File: src/rtl/digits_pkg.sv
// digits_pkg: constants, types and the segment bitmap table shared by the
// score_display slice (counter digits, glyph rendering, pixel pipeline).
package digits_pkg;

  localparam int unsigned GLYPH_W    = 5;  // glyph columns, left-aligned in cell
  localparam int unsigned GLYPH_H    = 8;  // glyph rows
  localparam int unsigned CELL_W     = 8;  // unscaled cell width/height
  localparam int unsigned PIPE_DEPTH = 2;  // raster-to-RGB latency in cycles

  typedef logic [3:0] bcd_t;

  // Each segment lights the outer product of a row mask (bit = font row)
  // and a column mask (bit = font column, column 0 leftmost).
  // Segment order is {g,f,e,d,c,b,a}; index 0 = a.
  localparam logic [7:0] SEG_ROWS [7] = '{
    8'b0000_0001,  // a: top bar
    8'b0000_1111,  // b: upper right
    8'b0111_1000,  // c: lower right
    8'b0100_0000,  // d: bottom bar
    8'b0111_1000,  // e: lower left
    8'b0000_1111,  // f: upper left
    8'b0000_1000   // g: middle bar
  };
  localparam logic [4:0] SEG_COLS [7] = '{
    5'b11111, 5'b10000, 5'b10000, 5'b11111, 5'b00001, 5'b00001, 5'b11111
  };

  // Stage-1 pixel pipeline contents.
  typedef struct packed {
    logic       in_field;
    logic       de;
    logic [2:0] sel;  // digit index, 0 = least significant
    logic [2:0] row;  // font row
    logic [2:0] col;  // font column within cell (5..7 blank)
  } pix_s1_t;

endpackage

File: src/rtl/bcd_digit.sv
// bcd_digit: one decimal counter digit with ripple carry.
//   i_clk   : clock
//   i_rst   : synchronous active-high reset
//   i_clear : synchronous clear to zero
//   i_carry : increment this digit (carry in)
//   o_carry : carry to next digit (combinational, same cycle)
//   o_nib   : current BCD value, never above 9
module bcd_digit
  import digits_pkg::*;
(
  input  logic i_clk,
  input  logic i_rst,
  input  logic i_clear,
  input  logic i_carry,
  output logic o_carry,
  output bcd_t o_nib
);

  bcd_t r_nib;

  assign o_carry = i_carry & (r_nib == 4'd9);
  assign o_nib   = r_nib;

  always_ff @(posedge i_clk) begin
    if (i_rst || i_clear) begin
      r_nib <= '0;
    end else if (i_carry) begin
      r_nib <= (r_nib == 4'd9) ? 4'd0 : r_nib + 4'd1;
    end
  end

endmodule

File: src/rtl/segments_to_bitmap.sv
// segments_to_bitmap: renders one font pixel of a 5x8 glyph from segments.
//   i_seg : {g,f,e,d,c,b,a}
//   i_row : font row 0..7
//   i_col : font column 0..7 (columns 5..7 always dark)
//   o_pix : 1 = lit
module segments_to_bitmap
  import digits_pkg::*;
(
  input  logic [6:0] i_seg,
  input  logic [2:0] i_row,
  input  logic [2:0] i_col,
  output logic       o_pix
);

  always_comb begin
    o_pix = 1'b0;
    if (i_col < 3'(GLYPH_W)) begin
      for (int unsigned s = 0; s < 7; s++) begin
        if (i_seg[s] && SEG_ROWS[s][i_row] && SEG_COLS[s][i_col]) begin
          o_pix = 1'b1;
        end
      end
    end
  end

endmodule

File: src/rtl/seven_segment_decoder.sv
// seven_segment_decoder: BCD digit to segment enables.
//   i_bcd : digit 0..9 (others give all segments off)
//   o_seg : {g,f,e,d,c,b,a}, 1 = lit
module seven_segment_decoder (
  input  logic [3:0] i_bcd,
  output logic [6:0] o_seg
);

  always_comb begin
    o_seg = '0;
    case (i_bcd)
      4'd0: o_seg = 7'b0111111;
      4'd1: o_seg = 7'b0000110;
      4'd2: o_seg = 7'b1011011;
      4'd3: o_seg = 7'b1001111;
      4'd4: o_seg = 7'b1100110;
      4'd5: o_seg = 7'b1101101;
      4'd6: o_seg = 7'b1111101;
      4'd7: o_seg = 7'b0000111;
      4'd8: o_seg = 7'b1111111;
      4'd9: o_seg = 7'b1101111;
      default: o_seg = '0;
    endcase
  end

endmodule

File: src/rtl/score_display.sv
// score_display: BCD score counter rendered as a row of 7-segment style
// glyphs over a raster from video_sync_generator.
//   Clock, reset            : clock, synchronous active-high reset
//   inc, clear              : increment request, clear request (clear wins)
//   hpos, vpos              : raster position
//   display_on, hsync_in,
//   vsync_in                : raster timing in
//   hsync, vsync            : timing delayed to match pixel data
//   VGA_R, VGA_G, VGA_B     : pixel colour
//   value                   : live BCD count, digit 0 in [3:0]
//   overflow                : sticky wrap/saturation flag
module score_display
  import digits_pkg::*;
#(
  parameter int unsigned NUM_DIGITS = 4,
  parameter int unsigned SCALE_LOG2 = 1,
  parameter logic [9:0]  X0         = 10'd0,
  parameter logic [9:0]  Y0         = 10'd0,
  parameter logic [11:0] COLOR      = 12'h0F0,
  parameter bit          SATURATE   = 1'b0,
  parameter bit          BLANK_LZ   = 1'b0
) (
  input  logic                    Clock,
  input  logic                    reset,
  input  logic                    inc,
  input  logic                    clear,
  input  logic [9:0]              hpos,
  input  logic [9:0]              vpos,
  input  logic                    display_on,
  input  logic                    hsync_in,
  input  logic                    vsync_in,
  output logic                    hsync,
  output logic                    vsync,
  output logic [3:0]              VGA_R,
  output logic [3:0]              VGA_G,
  output logic [3:0]              VGA_B,
  output logic [4*NUM_DIGITS-1:0] value,
  output logic                    overflow
);

  localparam int unsigned CELL_SHIFT = $clog2(CELL_W) + SCALE_LOG2;
  localparam int unsigned FIELD_W    = NUM_DIGITS << CELL_SHIFT;
  localparam int unsigned FIELD_H    = GLYPH_H << SCALE_LOG2;

  // ---------------- counter ----------------
  logic [4*NUM_DIGITS-1:0] w_value;
  logic w_all_nines, w_sat_block, w_inc_eff, w_wrap;
  logic r_overflow;

  always_comb begin
    w_all_nines = 1'b1;
    for (int unsigned i = 0; i < NUM_DIGITS; i++) begin
      if (w_value[4*i +: 4] != 4'd9) w_all_nines = 1'b0;
    end
  end

  // Saturation is done by withholding the carry into digit 0.
  assign w_sat_block = inc & SATURATE & w_all_nines;
  assign w_inc_eff   = inc & ~w_sat_block;

  for (genvar i = 0; i < NUM_DIGITS; i++) begin : g_dig
    logic w_cin, w_cout;
    if (i == 0) begin : g_lsb
      assign w_cin = w_inc_eff;
    end else begin : g_rip
      assign w_cin = g_dig[i-1].w_cout;
    end
    bcd_digit u_digit (
      .i_clk   (Clock),
      .i_rst   (reset),
      .i_clear (clear),
      .i_carry (w_cin),
      .o_carry (w_cout),
      .o_nib   (w_value[4*i +: 4])
    );
  end

  assign w_wrap = g_dig[NUM_DIGITS-1].w_cout;

  always_ff @(posedge Clock) begin
    if (reset || clear) begin
      r_overflow <= 1'b0;
    end else if (w_wrap || w_sat_block) begin
      r_overflow <= 1'b1;
    end
  end

  assign value    = w_value;
  assign overflow = r_overflow;

  // ---------------- frame shadow ----------------
  logic [4*NUM_DIGITS-1:0] r_shadow;

  always_ff @(posedge Clock) begin
    if (reset) begin
      r_shadow <= '0;
    end else if (hpos == '0 && vpos == '0) begin
      r_shadow <= w_value;
    end
  end

  // ---------------- stage 1: position decode ----------------
  logic [9:0] w_dx, w_dy;
  pix_s1_t    w_s1, r_s1;
  logic [PIPE_DEPTH-1:0] r_hs_dly, r_vs_dly;

  assign w_dx = hpos - X0;
  assign w_dy = vpos - Y0;

  always_comb begin
    w_s1          = '0;
    w_s1.in_field = (hpos >= X0) && (vpos >= Y0) &&
                    ({1'b0, w_dx} < 11'(FIELD_W)) &&
                    ({1'b0, w_dy} < 11'(FIELD_H));
    w_s1.de       = display_on;
    // Leftmost cell holds the most-significant digit.
    w_s1.sel      = 3'(NUM_DIGITS - 1) - 3'(w_dx >> CELL_SHIFT);
    w_s1.col      = 3'(w_dx >> SCALE_LOG2);
    w_s1.row      = 3'(w_dy >> SCALE_LOG2);
  end

  always_ff @(posedge Clock) begin
    if (reset) begin
      r_s1     <= '0;
      r_hs_dly <= '0;
      r_vs_dly <= '0;
    end else begin
      r_s1     <= w_s1;
      r_hs_dly <= {r_hs_dly[PIPE_DEPTH-2:0], hsync_in};
      r_vs_dly <= {r_vs_dly[PIPE_DEPTH-2:0], vsync_in};
    end
  end

  // ---------------- stage 2: glyph lookup ----------------
  logic [NUM_DIGITS-1:0] w_lz;        // bit i: digits i..MSD all zero
  logic                  w_zero_run;
  bcd_t                  w_nib;
  logic                  w_blank;
  logic [6:0]            w_seg;
  logic                  w_pix, w_lit;
  logic [11:0]           r_rgb;

  always_comb begin
    w_lz       = '0;
    w_zero_run = 1'b1;
    for (int unsigned k = 0; k < NUM_DIGITS; k++) begin
      w_zero_run = w_zero_run & (r_shadow[4*(NUM_DIGITS-1-k) +: 4] == 4'd0);
      w_lz[NUM_DIGITS-1-k] = w_zero_run;
    end
  end

  always_comb begin
    w_nib   = '0;
    w_blank = 1'b0;
    for (int unsigned i = 0; i < NUM_DIGITS; i++) begin
      if (r_s1.sel == 3'(i)) begin
        w_nib   = r_shadow[4*i +: 4];
        w_blank = BLANK_LZ && (i != 0) && w_lz[i];
      end
    end
  end

  seven_segment_decoder u_dec (
    .i_bcd (w_nib),
    .o_seg (w_seg)
  );

  segments_to_bitmap u_bmp (
    .i_seg (w_seg),
    .i_row (r_s1.row),
    .i_col (r_s1.col),
    .o_pix (w_pix)
  );

  assign w_lit = r_s1.in_field & r_s1.de & w_pix & ~w_blank;

  always_ff @(posedge Clock) begin
    if (reset) begin
      r_rgb <= '0;
    end else begin
      r_rgb <= w_lit ? COLOR : '0;
    end
  end

  assign {VGA_R, VGA_G, VGA_B} = r_rgb;
  assign hsync = r_hs_dly[PIPE_DEPTH-1];
  assign vsync = r_vs_dly[PIPE_DEPTH-1];

endmodule

File: config.mk
export PLATFORM = sky130hd
export DESIGN_NAME = score_display
export DESIGN_NICKNAME = d
export VERILOG_FILES = /design/src/rtl/digits_pkg.sv /design/src/rtl/bcd_digit.sv /design/src/rtl/segments_to_bitmap.sv /design/src/rtl/seven_segment_decoder.sv /design/src/rtl/score_display.sv
export SDC_FILE = /design/constraint.sdc
export NUM_CORES = 1
export LEC_CHECK = 0
export ABC_AREA = 1
export CAP_MARGIN = 40
export CORE_MARGIN = 2
export CORE_UTILIZATION = 50
export CTS_CLUSTER_SIZE = 10
export DETAILED_ROUTE_END_ITERATION = 12
export PLACE_DENSITY_LB_ADDON = 0.3
export SLEW_MARGIN = 40
export SYNTH_ARGS = -nofsm -noshare
export SYNTH_HDL_FRONTEND = slang
export SYNTH_SLANG_ARGS = --single-unit
File: constraint.sdc
create_clock -name Clock -period 2.75 [get_ports Clock]
set_clock_uncertainty 0.2 [all_clocks]
set_input_delay 0.825 -clock Clock [delete_from_list [all_inputs] [get_ports Clock]]
set_output_delay 0.825 -clock Clock [all_outputs]
set_load 0.02 [all_outputs]
==> results of run 1 <==
==> synthesized netlist by cell type, types with 2 or more instances <==
master and count:
nand4_1 8, dfxtp_1 53, inv_2 3, xnor2_1 2
nor2_8 2, nand2_1 44, o21ai_0 25, buf_4 12
nor2_1 39, nand3_1 19, ha_1 6, xor2_1 2
nor2_2 3, a21oi_1 22, nor3_1 10, clkbuf_1 6
inv_1 55, nor4_1 4
==> power groups by stage <==
stage / Clock [mW] / Combinational [mW] / Sequential [mW]
detailed placement: 0 / 0.114 / 0.810
finish: 0.430 / 0.114 / 0.792
floorplan: 0 / 0.0686 / 0.807
CTS: 0.445 / 0.114 / 0.792
global route: 0.472 / 0.127 / 0.794
global placement: 0 / 0.112 / 0.810
==> layout make-up <==
type                       instances  area, um2  share of cell area [%]
clock inverter                     1      7.507                  0.2425
inverter                          59      224.0                   7.235
tap                               67      83.83                   2.708
sequential                        53       1061                   34.28
multi-input combinational        208       1104                   35.65
clock buffer                       6      82.58                   2.668
timing repair buffer              53      533.0                   17.22
==> kinds of logic after synthesis <==
kind of cell / count (synthesis)
fa+ha+maj: 6
compound gates: 53
buf+inv: 79
other cells: 1
flops: 53
simple gates: 137
xor+xnor: 4
==> through the flow <==
step	power (mW)	utilization (%)	hold WS, ns	worst slack (ns)	area, um2
2_1_floorplan	0.8759	-	0.1883	0.6438	2517
3_3_place_gp	0.9216	63.21	0.1905	0.08602	3005
3_5_place_dp	0.9239	63.21	0.1923	0.006350	3005
4_1_cts	1.351	65.11	0.2054	0.3084	3095
5_1_grt	1.393	65.11	0.2183	0.1250	3095
6_report	1.336	65.11	0.2037	0.3187	3095
==> worst min path at each step <==
stage | cells past startpoint | start | to
6_report | 2 | r_hs_dly[0] | r_hs_dly[1]
3_3_place_gp | 2 | r_hs_dly[0] | r_hs_dly[1]
3_5_place_dp | 2 | r_hs_dly[0] | r_hs_dly[1]
4_1_cts | 2 | r_hs_dly[0] | r_hs_dly[1]
5_1_grt | 2 | r_vs_dly[0] | r_vs_dly[1]
2_1_floorplan | 2 | r_hs_dly[0] | r_hs_dly[1]
==> worst max-delay path, cell delays in order <==
cell             delay, ns
clkdlybuf4s50_1       0.51
inv_1                 0.10
nor4_4                0.28
nand2_2               0.08
inv_2                 0.10
nand2_4               0.08
nor2_2                0.15
nand2_1               0.08
o21ai_0               0.15
a21oi_1               0.05
==> metal layers <==
layer | track usage [%] | wire length [um] | share of wire [%] | up-vias
met1 | 25.21 | 2257 | 46 | 957
met2 | 29.99 | 2361 | 48 | 47
met5 | 0 | 0 | 0 | -
li1 | - | - | - | 1133
met4 | 5.159 | 35 | 0.72 | 0
met3 | 4.607 | 234 | 4.8 | 4
==> cell usage in the layout, fill, tap and decap left out, drive strengths merged, types with 2 or more instances in the layout <==
master         count
xor2               2
xnor2              2
buf                4
inv               59
nand4              9
a21oi             23
nor2              44
nand2             46
nand3             20
clkdlybuf4s50     49
nor4               5
conb               8
clkbuf             6
dfxtp             53
ha                 6
nor3              11
o21ai             26
==> flow_summary.ini, run 1 <==
[pwr]
p_leak_nw = 1.316
p_sw_share_pct = 22.43
p_seq_share_pct = 59.3
p_clk_share_pct = 32.2
p_per_area_nw_per_um2 = 431.6
power.switching_mw = 0.2996
internal_power_mw = 1.036
worst_ir_drop_vdd_uv = 376.3
p_comb_share_pct = 8.5

[grt]
grt_overflow = 0
grt_pass1_vias = 1905
grt_usage_pct = 18.68
grt_max_degree = 33
grt_pass1_wl_um = 8052
antenna_found_initial = 0

[sta]
fin_crit_ns = 2.431
fmax_mhz = 411.3
tns_ns = 0
setup_violations = 0
hold_violations = 0
rsz0062_at_grt = false
slew_viol_final = 0
finalCritPeriodShare_pct = 88.41

[die]
fp-row-count = 25
start_util_pct = 52.39
fp.dieH_um = 74.59
num_io_pins = 58
core_area_um2 = 4755
die_area_um2 = 5563
die_w_um = 74.59

[synth]
yosysWarningCount = 0
synth_top_area_share_pct = 42.59
synth_area_leaders = dfxtp_1 43%, inv_1 8.3%, nand2_1 6.6%
synth_simple_gate_area_share_pct = 27.12
netlist_instances = 333
synth_compound_area_share_pct = 11.55
synth.ff_latch_count = 53
synth_top_family_by_area = simple AND/OR/NAND/NOR gates
netlist_area_um2 = 2491
yosys-mux-area-fraction_pct = 0
synth_seq_area_share_pct = 42.59
synth.avg_cell_area_um2 = 7.481
synth_top_cell_by_area = dfxtp_1
synth.distinct_cells = 36
async_flop_share_pct = 0
synth_ff_type = dfxtp_1
synth_fa_ha_area_share_pct = 3.014
synth-edff-count = 0
synth-xor-area-share_pct = 1.406

[clock_network]
clk_path_buf_depth = 2
numCtsBuffers = 5
cts_tree = yes
cts_setup_buffers = 0
clk_latency_ns = 0.29
clock_sinks = 53
ctsResizeCount = 0
h-tree-depth = 2
cts.clk_slew.worst_paths_ns = 0.09
ctsHoldBuffers = 0
clockRootBuffer = clkbuf_8

[worst_setup_path]
required_ns = 2.74
cp-endpoint = g_dig[2].u_digit.o_nib[2]
path_max_fanout = 4
critPathCaptureType = flip-flop
startpoint = inc
crit_type = in -> reg
r2r-start = r_s1[7]
r2r_cells = 14
reg2reg_slack_ns = 0.42
r2r_end = r_rgb[6]
arrival_ns = 2.42
startpoint_type = input pin

[min_path]
hold_class = reg -> reg

[placement]
place.gp.congestion = 0.8558
placed_cells = 440
hpwl_um = 3882
port_buffers = 49

[route]
ant_nets = 0
drtIter0Drc = 96
post_drt_via_cell_ratio = 4.790
drtPass1Iterations = 5
drc = 0
routedWlPerCell_um = 10.94
wirelength_um = 4889
vias = 2141

[layout]
nNetsFinal = 413
fin_cells = 447
antenna-diode-count = 0
area_growth_pct = 24.26
fill_cells = 426
drive_gt1_share_pct = 7.632

[job]
drv_cap = 0

[outcome]
status = finished, final reports clean
No activity file was read; power rests on OpenSTA's default activity.
==> run 2, diff against run 1 <==
--- a/config.mk
+++ b/config.mk
@@ -11,6 +11,7 @@
 export CORE_UTILIZATION = 50
 export CTS_CLUSTER_SIZE = 10
 export DETAILED_ROUTE_END_ITERATION = 12
+export GPL_TIMING_DRIVEN = 0
 export PLACE_DENSITY_LB_ADDON = 0.3
 export SLEW_MARGIN = 40
 export SYNTH_ARGS = -nofsm -noshare
==> run 2 against run 1 <==
Sequential cell count unchanged. Critical path depth down 2. Global-route usage up 0.67 points. Via count up 2.3%. Combinational power up 12%. Core utilization up 1.9 points.
==> flow_summary.ini, run 2 (same netlist as run 1, synthesis figures left out) <==
[worst_setup_path]
path_max_fanout = 10
arrival_ns = 2.51
max_stage_delay_ns = 0.40
reg2reg_slack_ns = 0.45
r2r-start = r_s1[6]
critPathCaptureType = flip-flop
r2r_end = r_rgb[6]
crit_type = in -> reg
cpMaxStageDelayCell = clkdlybuf4s50_1
r2r_cells = 14
startpoint_type = input pin
crit_chain = clkdlybuf4s50_1 -> nor4_1 -> nand2_1 -> nor2_1 -> nand4_1 -> buf_2 -> o21ai_0 -> a21oi_1
required_ns = 2.73

[pwr]
p_per_area_nw_per_um2 = 423.8
worst_ir_drop_vdd_uv = 460.5
p_leak_nw = 1.377

[sta]
hold_violations = 0
hold_ws_ns = 0.2089
finalCritPeriodShare_pct = 92.08
fin_crit_ns = 2.532
rsz0062_at_grt = false
slew_viol_final = 0
fmax_mhz = 394.9
setup_violations = 0

[clock_network]
cts_tree = yes
cts.clk_slew.worst_paths_ns = 0.09
numCtsBuffers = 5
clock_sinks = 53
clk_latency_ns = 0.30
cts_setup_buffers = 0
ctsHoldBuffers = 0
h-tree-depth = 2
clockRootBuffer = clkbuf_8
ctsResizeCount = 0
clk_path_buf_depth = 2

[placement]
placed_cells = 456
hpwl_um = 4099
post_dp_cell_area_um2 = 3092
port_buffers = 49
place.gp.congestion = 0.9864

[layout]
fill_cells = 431
finalInstanceArea_um2 = 3184
layout_commonest_cell = inv_1
finish.utilization_pct = 66.97
area_growth_pct = 27.83
final_cell_mix = 55 x inv_1, 53 x dfxtp_1, 49 x clkdlybuf4s50_1, 44 x nand2_1, 39 x nor2_1
nNetsFinal = 429
drive_gt1_share_pct = 10.35
fin_cells = 463
antenna-diode-count = 0

[die]
fp-row-count = 25
num_io_pins = 58
fp.dieH_um = 74.59
core_area_um2 = 4755
die_w_um = 74.59
start_util_pct = 52.39
die_area_um2 = 5563

[min_path]
holdCritStartpoint = r_vs_dly[0]
hold_class = reg -> reg
min_to = r_vs_dly[1]
hold_depth = 2

[route]
drtPass1Iterations = 4
drtIter0Drc = 96
routedWlPerCell_um = 11.02
wirelength_um = 5102
ant_nets = 0
drc = 0
post_drt_via_cell_ratio = 4.730
vias = 2190

[grt]
grt_pass1_wl_um = 8238
grt_max_degree = 16
grt_pass1_vias = 1939
grt_overflow = 0
met3_usage_pct = 4.065
busiest_layer = met2
grt_use_met1_pct = 23.99
grtUsageMet2_pct = 33.73
grt_usage_pct = 19.35
antenna_found_initial = 0

[outcome]
status = finished, final reports clean

[job]
drv_cap = 0
[run 2: worst max path at each step]
stage,start,depth (start not counted),slack [ns],endpoint
CTS,vpos[5],8,0.12,r_shadow[4]
global route,vpos[5],8,0.007,r_shadow[3]
detailed placement,vpos[5],8,-0.19,r_shadow[4]
global placement,vpos[5],8,-0.11,r_shadow[3]
floorplan,vpos[5],7,0.64,r_shadow[2]
finish,vpos[5],8,0.22,r_shadow[3]
[run 2: layer usage]
layer	routed length, um	part of all wire [%]
met4	62	1.2
met5	0	0
met2	2498	49
met3	191	3.7
met1	2350	46
[run 2: metrics by stage]
stage | power (mW) | setup slack, ns | setup TNS, ns
finish | 1.349 | 0.2179 | 0
global route | 1.413 | 0.006831 | 0
CTS | 1.360 | 0.1183 | 0
detailed placement | 0.9346 | -0.1872 | -1.196
global placement | 0.9322 | -0.1061 | -0.7069
floorplan | 0.8759 | 0.6438 | 0
[run 2: final cells by class]
type / count / area (um2) / share of cell area (%)
well taps: 67 / 83.83 / 2.633
multi-input cells: 208 / 1104 / 34.66
flip-flops and latches: 53 / 1061 / 33.32
repair buffers: 49 / 490.5 / 15.40
inverters: 59 / 224.0 / 7.033
clock inverters: 1 / 7.507 / 0.2358
clock buffers: 6 / 82.58 / 2.593
plain buffers: 20 / 131.4 / 4.126
[run 2: worst max-delay path, delay by kind of cell]
family	cells	cell delay [ns]
AND/OR/NAND/NOR	4	0.73
buffers and inverters	2	0.65
AO/OA/AOI/OAI	2	0.30
[run 2: power by group]
part | switching (mW) | total, mW | internal (mW)
Clock | 0.234 | 0.433 | 0.199
Combinational | 0.0645 | 0.128 | 0.0640
Sequential | 0.00649 | 0.788 | 0.782
Total | 0.305 | 1.35 | 1.04
==> run 3, diff against run 2 <==
--- a/config.mk
+++ b/config.mk
@@ -12,7 +12,8 @@
 export CTS_CLUSTER_SIZE = 10
 export DETAILED_ROUTE_END_ITERATION = 12
 export GPL_TIMING_DRIVEN = 0
-export PLACE_DENSITY_LB_ADDON = 0.3
+export PLACE_DENSITY = 0.89
+export REMOVE_ABC_BUFFERS = 1
 export SLEW_MARGIN = 40
 export SYNTH_ARGS = -nofsm -noshare
 export SYNTH_HDL_FRONTEND = slang
==> run 3 against run 2 <==
Wire length down 0.96%. Setup slack worse by 0.039 ns. Total power down 0.82%. Cell area down 3.5%. Core utilization down 2.4 points. Global-route usage up 0.48 points. Sequential share of layout area up 1.2 points. Critical endpoint is now r_shadow[1]. Highest routed layer unchanged.
==> flow_summary.ini, run 3 (same netlist as run 1, synthesis figures left out) <==
[outcome]
status = finished, final reports clean

[pwr]
internal_power_mw = 1.017
p_comb_share_pct = 8.4
p_seq_share_pct = 59.2
p_sw_share_pct = 24.01
p_leak_nw = 1.302
p_per_area_nw_per_um2 = 435.7
power.switching_mw = 0.3213
worst_ir_drop_vdd_uv = 452.5
p_clk_share_pct = 32.4

[layout]
fin_cells = 446
area_growth_pct = 23.31
nNetsFinal = 411
finish.utilization_pct = 64.61
layout_commonest_cell = inv_1
drive_gt1_share_pct = 7.388
fill_cells = 397
antenna-diode-count = 0
final_cell_mix = 55 x inv_1, 53 x dfxtp_1, 49 x clkdlybuf4s50_1, 44 x nand2_1, 38 x nor2_1

[job]
drv_cap = 0

[grt]
grt_pass1_vias = 1993
grt_pass1_wl_um = 8590
grt_usage_pct = 19.83
antenna_found_initial = 0
grt_overflow = 0
grt_max_degree = 24

[die]
num_io_pins = 58
core_area_um2 = 4755
fp.dieH_um = 74.59
die_w_um = 74.59
die_area_um2 = 5563
fp-row-count = 25
start_util_pct = 52.39

[min_path]
hold_class = reg -> reg

[placement]
port_buffers = 49
placed_cells = 438
place.gp.congestion = 0.8752
hpwl_um = 3840
pre_cts_ws_ns = -0.4126

[clock_network]
clock_sinks = 53
numCtsBuffers = 5
clk_path_buf_depth = 2
cts_tree = yes
cts_setup_buffers = 0
h-tree-depth = 2
ctsHoldBuffers = 0
clk_latency_ns = 0.31
cts.clk_slew.worst_paths_ns = 0.09
clockRootBuffer = clkbuf_8
ctsResizeCount = 1

[sta]
hold_violations = 0
slew_viol_final = 0
rsz0062_at_grt = false
fmax_mhz = 388.9
fin_crit_ns = 2.571
slew-limit-headroom_pct = 62.07
setup_violations = 0
fin_ws_ns = 0.1788
worstMarginPinSlew_ns = 0.5683
tns_ns = 0
finalCritPeriodShare_pct = 93.50

[route]
drc = 0
ant_nets = 0
routedWlPerCell_um = 11.33
wirelength_um = 5053
drtIter0Drc = 66
vias = 2153
drtPass1Iterations = 4
post_drt_via_cell_ratio = 4.827

[worst_setup_path]
arrival_ns = 2.56
required_ns = 2.74
crit_type = in -> reg
critPathCaptureType = flip-flop
path_max_fanout = 18
startpoint_type = input pin
## run 3: stage by stage
step,total power [mW],hold WS [ns],cell area [um2]
floorplan,0.8613,0.1883,2389
global placement,0.9164,0.1906,2963
detailed placement,0.9199,0.1985,2978
CTS,1.339,0.2080,3067
global route,1.390,0.2309,3072
finish,1.338,0.2076,3072
## run 3: power by group through the flow
| stage | Sequential [mW] | Combinational [mW] | Clock (mW) |
|---|---|---|---|
| after global placement | 0.809 | 0.107 | 0 |
| after floorplan | 0.810 | 0.0515 | 0 |
| after global routing | 0.794 | 0.128 | 0.468 |
| after CTS | 0.792 | 0.112 | 0.436 |
| after detailed placement | 0.810 | 0.110 | 0 |
| final | 0.792 | 0.112 | 0.434 |
## run 3: final cells by class
class,count,area [um2],area share [%]
multi-input combinational,208,1111,36.17
sequential,53,1061,34.54
timing repair buffer,51,505.5,16.46
inverter,59,224.0,7.291
tap,67,83.83,2.729
clock buffer,6,72.57,2.363
clock inverter,2,13.76,0.4481
## run 3: per-layer routing
metal	share of wire (%)	GRT usage [%]
met2	51	33.92
met1	45	24.75
met5	0	0
met3	3.2	4.201
met4	1.5	6.944
## run 3: path summary, 6_finish.rpt
path                    start     endpoint  slack (ns)  cells past startpoint
setup / recovery      vpos[5]  r_shadow[1]        0.18                      9
hold reg to reg   r_vs_dly[0]  r_vs_dly[1]        0.21                      2
setup reg to reg      r_s1[6]     r_rgb[6]        0.37                     15
hold / removal    r_vs_dly[0]  r_vs_dly[1]        0.21                      2
## run 3: worst max-delay path, cell delays in order
cell,delay [ns]
clkdlybuf4s50_1,0.40
nor4_1,0.27
nand2_1,0.10
nor2_1,0.10
nand4_1,0.20
buf_4,0.27
buf_4,0.18
o21ai_0,0.16
a21oi_1,0.05
==> RTL edit: new RTL, settings of run 1 <==
The parameter `BLANK_LZ` goes from 1'b0 to 1'b1.
--- a/src/rtl/score_display.sv
+++ b/src/rtl/score_display.sv
@@ -18,7 +18,7 @@
   parameter logic [9:0]  Y0         = 10'd0,
   parameter logic [11:0] COLOR      = 12'h0F0,
   parameter bit          SATURATE   = 1'b0,
-  parameter bit          BLANK_LZ   = 1'b0
+  parameter bit          BLANK_LZ   = 1'b1
 ) (
   input  logic                    Clock,
   input  logic                    reset,
Function: changed (a bounded check fails within 4 cycles, from zero or initial values and one cycle with reset high).
==> RTL edit against run 1 <==
Area after synthesis down 1.2%. Register-to-register slack worse by 50 ps. Wire length down 1.6%. Count of clock-buffer cells in the layout down 1. Power up 0.84%. Final area down 1.1%. Sequential cell count unchanged. Die area down 1.1%. Global-route usage down 0.59 points. Setup slack worse by 20 ps. Critical path type is now register to output pin. Largest cell class unchanged. Largest power group unchanged.
==> RTL edit: results (changes against run 1) <==
metric,value,unit,change
final_nets,412,,-0.24%
crit_fanout,7,,+3
peakVddDrop,0.000251,V,-33%
hold_end,r_vs_dly[1]$_SDFF_PP0_,,
viasPerCell,4.78,,-0.23%
slowest_stage,clkdlybuf4s50_1,,
arrival,1430,ps,-990 ps
routedWlPerCell,10.8,um,-1.6%
gp_congestion,0.865,,+1.1%
synthTopCellsByCount,"dfxtp_1, inv_1, nand2_1",,
drt_iter0_markers,54,,-44%
r2r_setup_slack,370,ps,-50 ps
power.leakage,1.23,nW,-6.7%
layout-drive-gt1-share,7.11,%,-0.53 points
ys_types,35,,-2.8%
grt_pass1_wl,7870,um,-2.3%
min_from,r_vs_dly[0]$_SDFF_PP0_,,
status,completed,,
grt_pass1_vias,1872,,-1.7%
dpl.cell_count,439,,-0.23%
met2_usage,31.0,%,+0.96 points
final.fill_count,430,,+0.94%
met3_usage,3.79,%,-0.81 points
grt.total_usage,18.1,%,-0.59 points
slowest_delay,650,ps,+140 ps
synthTopCellsByArea,"dfxtp_1, inv_1, nand2_1",,
grt_use_met1,22.7,%,-2.5 points
drt_wl_total,4810,um,-1.6%
yosysSeqAreaShare,43.1,%,+0.52 points
drc,0,,unchanged
firstDrtPassIters,4,,-1
[RTL edit: power groups by stage]
stage	clock network (mW)	logic (mW)	registers (mW)
floorplan	0	0.0783	0.808
global placement	0	0.124	0.810
detailed placement	0	0.125	0.811
CTS	0.444	0.125	0.793
global route	0.469	0.140	0.795
finish	0.429	0.125	0.793
[RTL edit: area by class of cell]
cell class                      count  area (um2)  area share, %
Multi-Input combinational cell    212        1100           36.1
Tap cell                           67        83.8           2.74
Inverter                           55         206           6.75
Clock buffer                        5        68.8           2.25
Clock inverter                      3        22.5          0.736
Sequential cell                    53        1060           34.7
Timing Repair Buffer               52         513           16.8
[RTL edit: through the flow]
step / util, % / power, mW / setup WS (ps) / hold WS [ps] / area (um2)
after floorplan: - / 0.886 / 583 / 188 / 2490
after global placement: 62.8 / 0.935 / 79.0 / 190 / 2970
after detailed placement: 62.8 / 0.936 / 2.48 / 197 / 2970
after CTS: 64.7 / 1.36 / 236 / 211 / 3060
after global routing: 64.8 / 1.40 / 138 / 244 / 3060
final: 64.8 / 1.35 / 298 / 208 / 3060
[RTL edit: cells by family after synthesis]
kind of cell | Yosys count | share of synthesized area, %
and+or+nand+nor | 135 | 25.9
buffers and inverters | 75 | 13.2
AOI/OAI and AO/OA | 60 | 13.5
DFF | 53 | 43.1
adders and majority gates | 6 | 3.05
xor gates and xnor gates | 3 | 1.07
other | 1 | 0.152
[RTL edit: per-layer routing]
metal,share of wire (%),vias up
li1,-,1148
met1,45,938
met2,49,44
met3,3.9,6
met4,1.2,0
met5,0,-
[RTL edit: repair_timing]
item / CTS / global route
setup endpoints to repair: 0 / 1
hold endpoints to repair: 0 / 0
resized for setup: 0 / 1
[RTL edit: how the worst max path moves through the flow]
| stage | end | startpoint | depth (start not counted) |
|---|---|---|---|
| 2_1_floorplan | r_rgb[6]$_SDFF_PP0_ | r_s1[6]$_SDFF_PP0_ | 15 |
| 3_3_place_gp | g_dig[2].u_digit.o_nib[3]$_SDFFE_PP0P_ | inc | 10 |
| 3_5_place_dp | g_dig[2].u_digit.o_nib[3]$_SDFFE_PP0P_ | inc | 10 |
| 4_1_cts | r_rgb[6]$_SDFF_PP0_ | r_s1[6]$_SDFF_PP0_ | 14 |
| 5_1_grt | g_dig[3].u_digit.o_nib[3]$_SDFFE_PP0P_ | inc | 9 |
| 6_report | value[13] | g_dig[3].u_digit.o_nib[1]$_SDFFE_PP0P_ | 1 |
